===== config.mk =====
export PLATFORM = sky130hd
export DESIGN_NAME = prog_timer
export DESIGN_NICKNAME = d
export VERILOG_FILES = /design/src/rtl/prog_timer.sv
export SDC_FILE = /design/constraint.sdc
export NUM_CORES = 1
export LEC_CHECK = 0
export ABC_CLOCK_PERIOD_IN_PS = 3250
export CELL_PAD_IN_SITES_DETAIL_PLACEMENT = 2
export CELL_PAD_IN_SITES_GLOBAL_PLACEMENT = 2
export CORE_MARGIN = 1.5
export CORE_UTILIZATION = 35
export CTS_CLUSTER_SIZE = 28
export DETAILED_ROUTE_END_ITERATION = 12
export HOLD_SLACK_MARGIN = 0.08
export PLACE_DENSITY_LB_ADDON = 0.1
export SYNTH_ARGS = -nofsm -noshare
export SYNTH_HDL_FRONTEND = slang
export SYNTH_SLANG_ARGS = --single-unit
export TNS_END_PERCENT = 10

===== constraint.sdc =====
create_clock -name clk -period 3.25 [get_ports clk]
set_clock_uncertainty 0.05 [all_clocks]
set_input_delay 0.65 -clock clk [delete_from_list [all_inputs] [get_ports clk]]
set_output_delay 0.65 -clock clk [all_outputs]
set_load 0.02 [all_outputs]

===== src/rtl/prog_timer.sv =====
// Programmable-period interval timer.
// It counts clocks in RUN and raises a one-cycle registered flag every
// `period` clocks. It runs in periodic or one-shot mode and keeps a wrapping
// count of expiries. The period can be loaded only while IDLE. A value of 0 is
// stored as 1, so a period of 0 never reaches the counter.
module prog_timer #(
    parameter int                 WIDTH          = 28,
    parameter logic [WIDTH-1:0]   DEFAULT_PERIOD = 28'h2FA_F080,
    parameter int                 CNT_W          = 4
) (
    input  logic             clk,
    input  logic             n_rst,
    input  logic             enable,
    input  logic             clear,
    input  logic             mode,
    input  logic             period_load,
    input  logic [WIDTH-1:0] period_in,
    output logic             flag,
    output logic             busy,
    output logic [CNT_W-1:0] exp_cnt
);

    localparam logic [WIDTH-1:0] ONE     = {{(WIDTH-1){1'b0}}, 1'b1};
    localparam logic [CNT_W-1:0] EXP_ONE = {{(CNT_W-1){1'b0}}, 1'b1};

    typedef enum logic [1:0] {
        S_IDLE = 2'd0,
        S_RUN  = 2'd1,
        S_DONE = 2'd2
    } state_t;

    state_t             state_q,   state_d;
    logic [WIDTH-1:0]   cnt_q,     cnt_d;
    logic [WIDTH-1:0]   period_q,  period_d;
    logic               mode_q,    mode_d;
    logic               flag_q,    flag_d;
    logic [CNT_W-1:0]   exp_cnt_q, exp_cnt_d;

    // State register: all timer state is reset asynchronously to its idle values.
    always_ff @(posedge clk or negedge n_rst) begin
        if (!n_rst) begin
            state_q   <= S_IDLE;
            cnt_q     <= ONE;
            period_q  <= DEFAULT_PERIOD;
            mode_q    <= 1'b0;
            flag_q    <= 1'b0;
            exp_cnt_q <= '0;
        end else begin
            state_q   <= state_d;
            cnt_q     <= cnt_d;
            period_q  <= period_d;
            mode_q    <= mode_d;
            flag_q    <= flag_d;
            exp_cnt_q <= exp_cnt_d;
        end
    end

    // Next-state logic. Clear overrides everything. A period load only happens
    // in IDLE and still allows the IDLE->RUN step in the same cycle, so the new
    // period applies to the run that starts.
    always_comb begin
        state_d   = state_q;
        cnt_d     = cnt_q;
        period_d  = period_q;
        mode_d    = mode_q;
        flag_d    = 1'b0;
        exp_cnt_d = exp_cnt_q;

        if (clear) begin
            state_d   = S_IDLE;
            cnt_d     = ONE;
            exp_cnt_d = '0;
        end else begin
            if (period_load && (state_q == S_IDLE)) begin
                period_d = (period_in == '0) ? ONE : period_in;
            end

            case (state_q)
                S_IDLE: begin
                    cnt_d = ONE;
                    if (enable) begin
                        state_d = S_RUN;
                        mode_d  = mode;
                    end
                end
                S_RUN: begin
                    if (!enable) begin
                        // Abort: return to IDLE without an expiry.
                        state_d = S_IDLE;
                        cnt_d   = ONE;
                    end else if (cnt_q != period_q) begin
                        cnt_d = cnt_q + ONE;
                    end else begin
                        cnt_d     = ONE;
                        flag_d    = 1'b1;
                        exp_cnt_d = exp_cnt_q + EXP_ONE;
                        if (mode_q) begin
                            state_d = S_DONE;
                        end
                    end
                end
                S_DONE: begin
                    // Enable must go low before another run can start.
                    cnt_d = ONE;
                    if (!enable) begin
                        state_d = S_IDLE;
                    end
                end
                default: begin
                    state_d = S_IDLE;
                    cnt_d   = ONE;
                end
            endcase
        end
    end

    assign flag    = flag_q;
    assign busy    = (state_q == S_RUN);
    assign exp_cnt = exp_cnt_q;

endmodule


==> results.sh, run 1 <==
export IMPL_outcome="finished clean"
export IMPL_fin_util=0.448
export IMPL_yosysSeqAreaShare=0.497
export IMPL_finalHoldViolCount=0
export IMPL_yosysMostFrequentCell="dfrtp_1"
export IMPL_wl_um=8490
export IMPL_synth_ff_type="dfrtp_1"
export IMPL_cts_buffers=9
export IMPL_postSynthAreaPerCell_um2=11.5
export IMPL_clock_latency_ps=350
export IMPL_ctsResizeCount=0
export IMPL_cts_path_max_buffers=2
export IMPL_multiInputGateArea_um2=1570
export IMPL_rows=34
export IMPL_diodes=0
export IMPL_slew_violations=0
export IMPL_synth_area_um2=3250
export IMPL_grt_max_degree=31
export IMPL_place_congestion=0.749
export IMPL_vias_per_cell=5.22
export IMPL_first_iter_violations=50
export IMPL_cts_tree="yes"
export IMPL_dr_pass1_iters=4
export IMPL_syn_nets=320
export IMPL_yosysWarnings=0
export IMPL_max_freq_mhz=412
export IMPL_totalPowerFinal_mw=1.88
export IMPL_synth_cell_types=35
export IMPL_setup_viol=0
export IMPL_grt_pass1_wl_um=14300
export IMPL_dp_hpwl_um=6250
export IMPL_core_area_um2=8850
export IMPL_dieHeight_um=99.4
export IMPL_dp_slack_ps=658
export IMPL_grt_pass1_vias=2612
export IMPL_wl_per_cell_um=19.2
export IMPL_p_leak_nw=1.62
export IMPL_synth_top_cell_area_share=0.392
export IMPL_synth_edf_count=0
export IMPL_n_fill_cell=924
export IMPL_portBuffers=39
export IMPL_gr_total_overflow=0
export IMPL_p_per_area_nw_per_um2=475
export IMPL_post_route_min_period_ps=2430
export IMPL_grt_use_total=0.195
export IMPL_hold_class="input port to asynchronous set/reset pin"
export IMPL_critical_path_class="flip-flop to output pin"
export IMPL_nets=366
export IMPL_yosys_register_bits=64
export IMPL_irDropWorstVdd_uv=235
export IMPL_ant_nets=0
export IMPL_startpoint_type="flip-flop"
export IMPL_fin_crit_sh=0.747
export IMPL_yosysTopAreaCell="dfrtp_1"
export IMPL_area_growth_pct=22.0
export IMPL_pin_count=40
export IMPL_yosys_top_cells_area="dfrtp_1 (39%), xor2_1 (12%), dfstp_2 (11%)"
export IMPL_dieWidth_um=99.4
export IMPL_cts_setup_buffers=0
export IMPL_clock_sinks=64
export IMPL_drive_gt1_frac=0.245
export IMPL_antenna_found_initial=0
export IMPL_cts_hold_fix_buffers=0
export IMPL_tns_ps=0
export IMPL_die_area_um2=9880
export IMPL_layout_setup_ws_ps=821
export IMPL_required_ps=2550
export IMPL_path_clk_slew_ps=80
export IMPL_start_util=0.368
export IMPL_h_tree_depth=3
export IMPL_crit_path_max_fanout=9
export IMPL_crit_arrival_ps=1730
export IMPL_fin_hold_ws_ps=175
export IMPL_clockRootBuffer="clkbuf_8"
export IMPL_max_cap_viol_count=0
export IMPL_drc=0
export IMPL_ff_latch_area_um2=1620
export IMPL_rsz0062_at_grt="no"
export IMPL_max_slew_worst_pin_slew_ps=895
export IMPL_vias=2312
export IMPL_slew_headroom=0.398
export IMPL_endpoint_kind="output pin"
export IMPL_async_flop_share=1.00
export IMPL_postSynthCellCount=284
export IMPL_synth_commonest_cells="dfrtp_1 (51), xor2_1 (46), mux2_2 (30)"
[where the power goes]
group          internal, mW  total (mW)  switching (mW)
Sequential            0.883       0.934          0.0514
Clock                 0.395       0.710           0.315
Combinational         0.126       0.240           0.114
Total                  1.40        1.88           0.481
[final timing paths]
check	start	to	slack, ps	cells past startpoint
max	state_q[0]	busy	820	2
min	n_rst	period_q[27]	180	1
max reg2reg	cnt_q[5]	cnt_q[17]	870	6
min reg2reg	cnt_q[0]	cnt_q[0]	470	1
max in group asynchronous	n_rst	period_q[22]	2180	2
min in group clk	cnt_q[0]	cnt_q[0]	470	1
[registers in the layout, summed over array words and instances, names as in the netlist]
name	cells
cnt_q	28
period_q	28
exp_cnt	4
state_q	2
flag	1
mode_q	1
[layer usage]
| metal | track usage | wire length, um | vias up |
|---|---|---|---|
| met1 | 0.258 | 3960 | 1184 |
| li1 | - | - | 1084 |
| met4 | 0.0650 | 118 | 0 |
| met5 | 0 | 0 | - |
| met3 | 0.0415 | 236 | 9 |
| met2 | 0.318 | 4170 | 35 |
[kinds of logic after synthesis]
group,after synthesis,synth area share
adders and majority gates,2,0.00769
AOI/OAI and AO/OA,9,0.0246
and+or+nand+nor,110,0.198
muxes,30,0.104
xor gates and xnor gates,54,0.145
buffers and inverters,15,0.0231
DFF,64,0.497
[cell usage in the layout, fill, tap and decap left out, types with 6 or more instances in the layout]
master and count:
nand2_1 12, nand3_1 10, mux2_2 30, nor4_1 12, xnor2_1 8, xor2_1 46, dfrtp_1 51, clkdlybuf4s50_1 38
buf_4 6, nor2_1 25, nor2_2 10, nand4_1 12, clkbuf_8 11, dfstp_2 13
[worst max-delay path: stages (launching register included)]
cell             delay [ps]
dfrtp_1                 540
nor2b_1                 210
clkdlybuf4s50_1         620
[stage by stage]
stage / instance area [um2] / cells
after floorplan: 3250 / 284
after global placement: 3770 / 427
after detailed placement: 3770 / 427
after CTS: 3970 / 443
after global routing: 3970 / 443
final: 3970 / 443
[area by class of cell]
class | instances | area share
Clock buffer | 13 | 0.0401
Tap cell | 108 | 0.0341
Sequential cell | 64 | 0.408
Inverter | 5 | 0.00473
Clock inverter | 3 | 0.0101
Timing Repair Buffer | 45 | 0.108
Multi-Input combinational cell | 205 | 0.395
Power figures use the tool's default switching activity.
==> run 2, diff against run 1 <==
ABC_CLOCK_PERIOD_IN_PS = 2550   (was 3250)
clock period = 2.55 ns   (was 3.25 ns; I/O delays follow)
==> results.sh, run 2 (synthesis results as in run 1) <==
export IMPL_tns_ps=0
export IMPL_rows=34
export IMPL_power_frac_comb=0.133
export IMPL_first_iter_violations=32
export IMPL_wl_um=8650
export IMPL_critical_path_class="flip-flop to flip-flop"
export IMPL_dp_hpwl_um=6380
export IMPL_layout_common_cells="dfrtp_1 (51), xor2_1 (46), clkdlybuf4s50_1 (38)"
export IMPL_wl_met2_um=4300
export IMPL_setup_viol=0
export IMPL_worstPathCellList="xor2_1 > nor4_2 > nand4_2 > o311ai_4 > buf_4 > nor2_1"
export IMPL_max_freq_mhz=425
export IMPL_dr_pass1_iters=2
export IMPL_swShare=0.263
export IMPL_dieHeight_um=99.4
export IMPL_dieWidth_um=99.4
export IMPL_fin_util=0.451
export IMPL_post_route_min_period_ps=2350
export IMPL_p_leak_nw=1.63
export IMPL_required_ps=2720
export IMPL_max_cap_viol_count=0
export IMPL_h_tree_depth=3
export IMPL_outcome="finished clean"
export IMPL_ctsResizeCount=0
export IMPL_grt_pass1_wl_um=14100
export IMPL_wl_per_cell_um=19.4
export IMPL_finalHoldViolCount=0
export IMPL_dp_slack_ps=229
export IMPL_cts_hold_fix_buffers=0
export IMPL_critPathMaxStageDelay_ps=450
export IMPL_cts_tree="yes"
export IMPL_n_fill_cell=936
export IMPL_max_slew_worst_pin_slew_ps=538
export IMPL_crit_arrival_ps=2520
export IMPL_layout_setup_ws_ps=197
export IMPL_placedCellCount=429
export IMPL_clockRootBuffer="clkbuf_8"
export IMPL_area_growth_pct=22.7
export IMPL_vias=2360
export IMPL_irDropWorstVdd_uv=223
export IMPL_antenna_found_initial=0
export IMPL_final_common_cell="dfrtp_1"
export IMPL_diodes=0
export IMPL_gr_total_overflow=0
export IMPL_seqPwrFrac=0.508
export IMPL_core_area_um2=8850
export IMPL_fin_crit_sh=0.923
export IMPL_drc=0
export IMPL_cts_buffers=9
export IMPL_wl_met1_um=3980
export IMPL_met3_wirelength_um=218
export IMPL_die_area_um2=9880
export IMPL_place_congestion=0.769
export IMPL_clock_power_share=0.358
export IMPL_drive_gt1_frac=0.252
export IMPL_hold_class="input port to asynchronous set/reset pin"
export IMPL_r2r_slack_ps=200
export IMPL_clock_sinks=64
export IMPL_p_int_mw=1.72
export IMPL_highest_layer="met4"
export IMPL_p_per_area_nw_per_um2=584
export IMPL_grt_pass1_vias=2590
export IMPL_cts_setup_buffers=0
export IMPL_slew_headroom=0.642
export IMPL_portBuffers=39
export IMPL_clock_latency_ps=340
export IMPL_start_util=0.368
export IMPL_slew_violations=0
export IMPL_nets=368
export IMPL_final_cells=445
export IMPL_pin_count=40
export IMPL_rsz0062_at_grt="no"
export IMPL_path_clk_slew_ps=80
export IMPL_cts_path_max_buffers=2
export IMPL_p_sw_uw=612
export IMPL_grt_max_degree=45
export IMPL_startpoint_type="flip-flop"
export IMPL_grt_use_total=0.189
export IMPL_ant_nets=0
export IMPL_endpoint_kind="flip-flop"
export IMPL_slowest_stage="dfrtp_1"
export IMPL_vias_per_cell=5.30
export IMPL_crit_path_max_fanout=16
[run 2: changes by cell type in the layout (fill, tap and decap cells not counted), sizes merged]
cell and delta:
clkinv +1, buf +2, bufinv -1
[run 2: path summary, 6_finish.rpt]
path	from	cells after the start	end
max	cnt_q[13]	6	cnt_q[17]
min	n_rst	1	state_q[1]
max reg2reg	cnt_q[13]	6	cnt_q[17]
min reg2reg	cnt_q[0]	1	cnt_q[0]
max in group asynchronous	n_rst	2	period_q[21]
min in group clk	cnt_q[0]	1	cnt_q[0]
[run 2: through the flow]
stage	hold slack (ps)	total power, mW	cell area, um2
finish	92.5	2.33	3990
global route	131	2.44	3990
CTS	110	2.35	3990
detailed placement	452	1.52	3810
global placement	450	1.51	3810
floorplan	164	1.37	3250
[run 2: worst max-delay path: cells and delay by family, from the launching register on]
kind            cells  cell delay [ps]
simple gates        3              800
compound gates      1              410
flops               1              450
xor+xnor            1              200
buf+inv             1              320
[run 2: final cells by class]
| type | instances | area, um2 | share of cell area |
|---|---|---|---|
| multi-input cells | 205 | 1570 | 0.392 |
| clock buffers | 13 | 169 | 0.0423 |
| inverters | 5 | 18.8 | 0.00470 |
| repair buffers | 47 | 470 | 0.118 |
| clock inverters | 3 | 15.0 | 0.00376 |
| flip-flops and latches | 64 | 1620 | 0.405 |
| well taps | 108 | 135 | 0.0338 |
[run 2: metal layers]
layer,vias up,track usage
met1,1214,0.249
met4,0,0.0618
met3,12,0.0295
met5,-,0
li1,1099,-
met2,35,0.319
[run 2: power by group through the flow]
stage	Sequential (mW)	Combinational, mW	Clock [mW]
2_1_floorplan	1.19	0.180	0
3_3_place_gp	1.20	0.309	0
3_5_place_dp	1.20	0.314	0
4_1_cts	1.19	0.318	0.849
5_1_grt	1.20	0.339	0.905
6_report	1.18	0.311	0.836
==> run 3, diff against run 2 <==
SETUP_SLACK_MARGIN = 0.5   (was default)
==> results.sh, run 3 (synthesis results as in run 1) <==
export IMPL_finalHoldViolCount=0
export IMPL_cts_buffers=9
export IMPL_die_area_um2=9880
export IMPL_cts_hold_fix_buffers=0
export IMPL_hold_class="input port to asynchronous set/reset pin"
export IMPL_dp_hpwl_um=6380
export IMPL_critical_path_class="flip-flop to flip-flop"
export IMPL_rows=34
export IMPL_totalPowerFinal_mw=2.37
export IMPL_fin_crit_sh=0.829
export IMPL_wl_per_cell_um=20.1
export IMPL_vias=2420
export IMPL_pin_count=40
export IMPL_layout_setup_ws_ps=436
export IMPL_layout_common_cells="dfrtp_1 (45), xor2_1 (44), clkdlybuf4s50_1 (37)"
export IMPL_outcome="finished clean"
export IMPL_tns_ps=0
export IMPL_slew_headroom=0.647
export IMPL_clock_latency_ps=340
export IMPL_grt_max_degree=45
export IMPL_clockRootBuffer="clkbuf_8"
export IMPL_grt_pass1_wl_um=14400
export IMPL_rsz0062_at_grt="yes"
export IMPL_antenna_found_initial=0
export IMPL_worstPathCellList="xor2_1 > or4_4 > o311ai_4 > buf_6 > clkbuf_16 > nor2_2"
export IMPL_critPathMaxStageDelay_ps=620
export IMPL_drc=0
export IMPL_vias_per_cell=5.25
export IMPL_h_tree_depth=3
export IMPL_grt_use_total=0.193
export IMPL_crit_path_max_fanout=8
export IMPL_first_iter_violations=48
export IMPL_path_clk_slew_ps=70
export IMPL_drive_gt1_frac=0.329
export IMPL_cts_path_max_buffers=2
export IMPL_max_freq_mhz=473
export IMPL_setup_viol=0
export IMPL_crit_arrival_ps=2290
export IMPL_dieWidth_um=99.4
export IMPL_post_route_min_period_ps=2110
export IMPL_crit_buf_inv=2
export IMPL_diodes=0
export IMPL_max_slew_worst_pin_slew_ps=529
export IMPL_dp_slack_ps=229
export IMPL_ant_nets=0
export IMPL_start_util=0.368
export IMPL_area_growth_pct=30.6
export IMPL_dr_pass1_iters=4
export IMPL_endpoint_kind="flip-flop"
export IMPL_final_common_cell="dfrtp_1"
export IMPL_dieHeight_um=99.4
export IMPL_r2r_slack_ps=440
export IMPL_p_per_area_nw_per_um2=557
export IMPL_nets=384
export IMPL_core_area_um2=8850
export IMPL_portBuffers=39
export IMPL_max_cap_viol_count=0
export IMPL_clock_sinks=64
export IMPL_grt_pass1_vias=2621
export IMPL_p_leak_nw=1.75
export IMPL_cts_tree="yes"
export IMPL_cpLargestDelayFamily="simple AND/OR/NAND/NOR gates"
export IMPL_slew_violations=0
export IMPL_slowest_stage="or4_4"
export IMPL_startpoint_type="flip-flop"
export IMPL_place_congestion=0.769
export IMPL_required_ps=2720
export IMPL_gr_total_overflow=0
export IMPL_irDropWorstVdd_uv=220
export IMPL_wl_um=9270
-- run 3: cell count changes in the layout (fill, tap and decap cells not counted), sizes merged --
| cell | before | now |
|---|---|---|
| buf | 9 | 23 |
| clkbuf | 13 | 15 |
| clkdlybuf4s50 | 38 | 37 |
| dlygate4sd2 | 0 | 1 |
-- run 3: repair_timing --
item,CTS,global route
gates cloned,0,2
gates resized for setup,10,18
buffers inserted,3,11
endpoints found under the hold margin,0,0
pin swaps,4,8
setup endpoints to repair,32,32
-- run 3: area by class of cell --
class | count | area [um2]
multi-input cells | 205 | 1650
well taps | 108 | 135
flip-flops and latches | 64 | 1630
fillers | 923 | 4600
repair buffers | 63 | 638
inverters | 5 | 18.8
clock inverters | 3 | 15.0
clock buffers | 13 | 169
-- run 3: final timing paths --
path                          start  depth (start not counted)            to
max in group asynchronous     n_rst                          2  period_q[21]
min reg2reg                cnt_q[0]                          1      cnt_q[0]
max                        cnt_q[2]                          6     cnt_q[21]
max reg2reg                cnt_q[2]                          6     cnt_q[21]
min                           n_rst                          1    state_q[1]
min in group clk           cnt_q[0]                          1      cnt_q[0]
-- run 3: report_power, final --
| part | internal (mW) | leakage (nW) | switching (mW) | total [mW] |
|---|---|---|---|---|
| logic | 0.180 | 0.848 | 0.167 | 0.346 |
| clock network | 0.429 | 0.0992 | 0.403 | 0.832 |
| registers | 1.12 | 0.800 | 0.0625 | 1.19 |
| total | 1.73 | 1.75 | 0.632 | 2.37 |
-- run 3: stage by stage --
stage / cells / instance area [um2] / util / hold slack (ps)
after floorplan: 284 / 3250 / - / 164
after CTS: 448 / 4050 / 0.458 / 110
after global routing: 461 / 4250 / 0.480 / 129
after detailed placement: 429 / 3810 / 0.430 / 452
final: 461 / 4250 / 0.480 / 98.9
after global placement: 429 / 3810 / 0.430 / 450
-- run 3: metal layers --
metal / vias to the layer above / wire length, um / GRT usage
li1: 1120 / - / -
met2: 30 / 4840 / 0.330
met4: 0 / 110 / 0.0618
met1: 1260 / 4130 / 0.252
met3: 10 / 185 / 0.0295
met5: - / 0 / 0
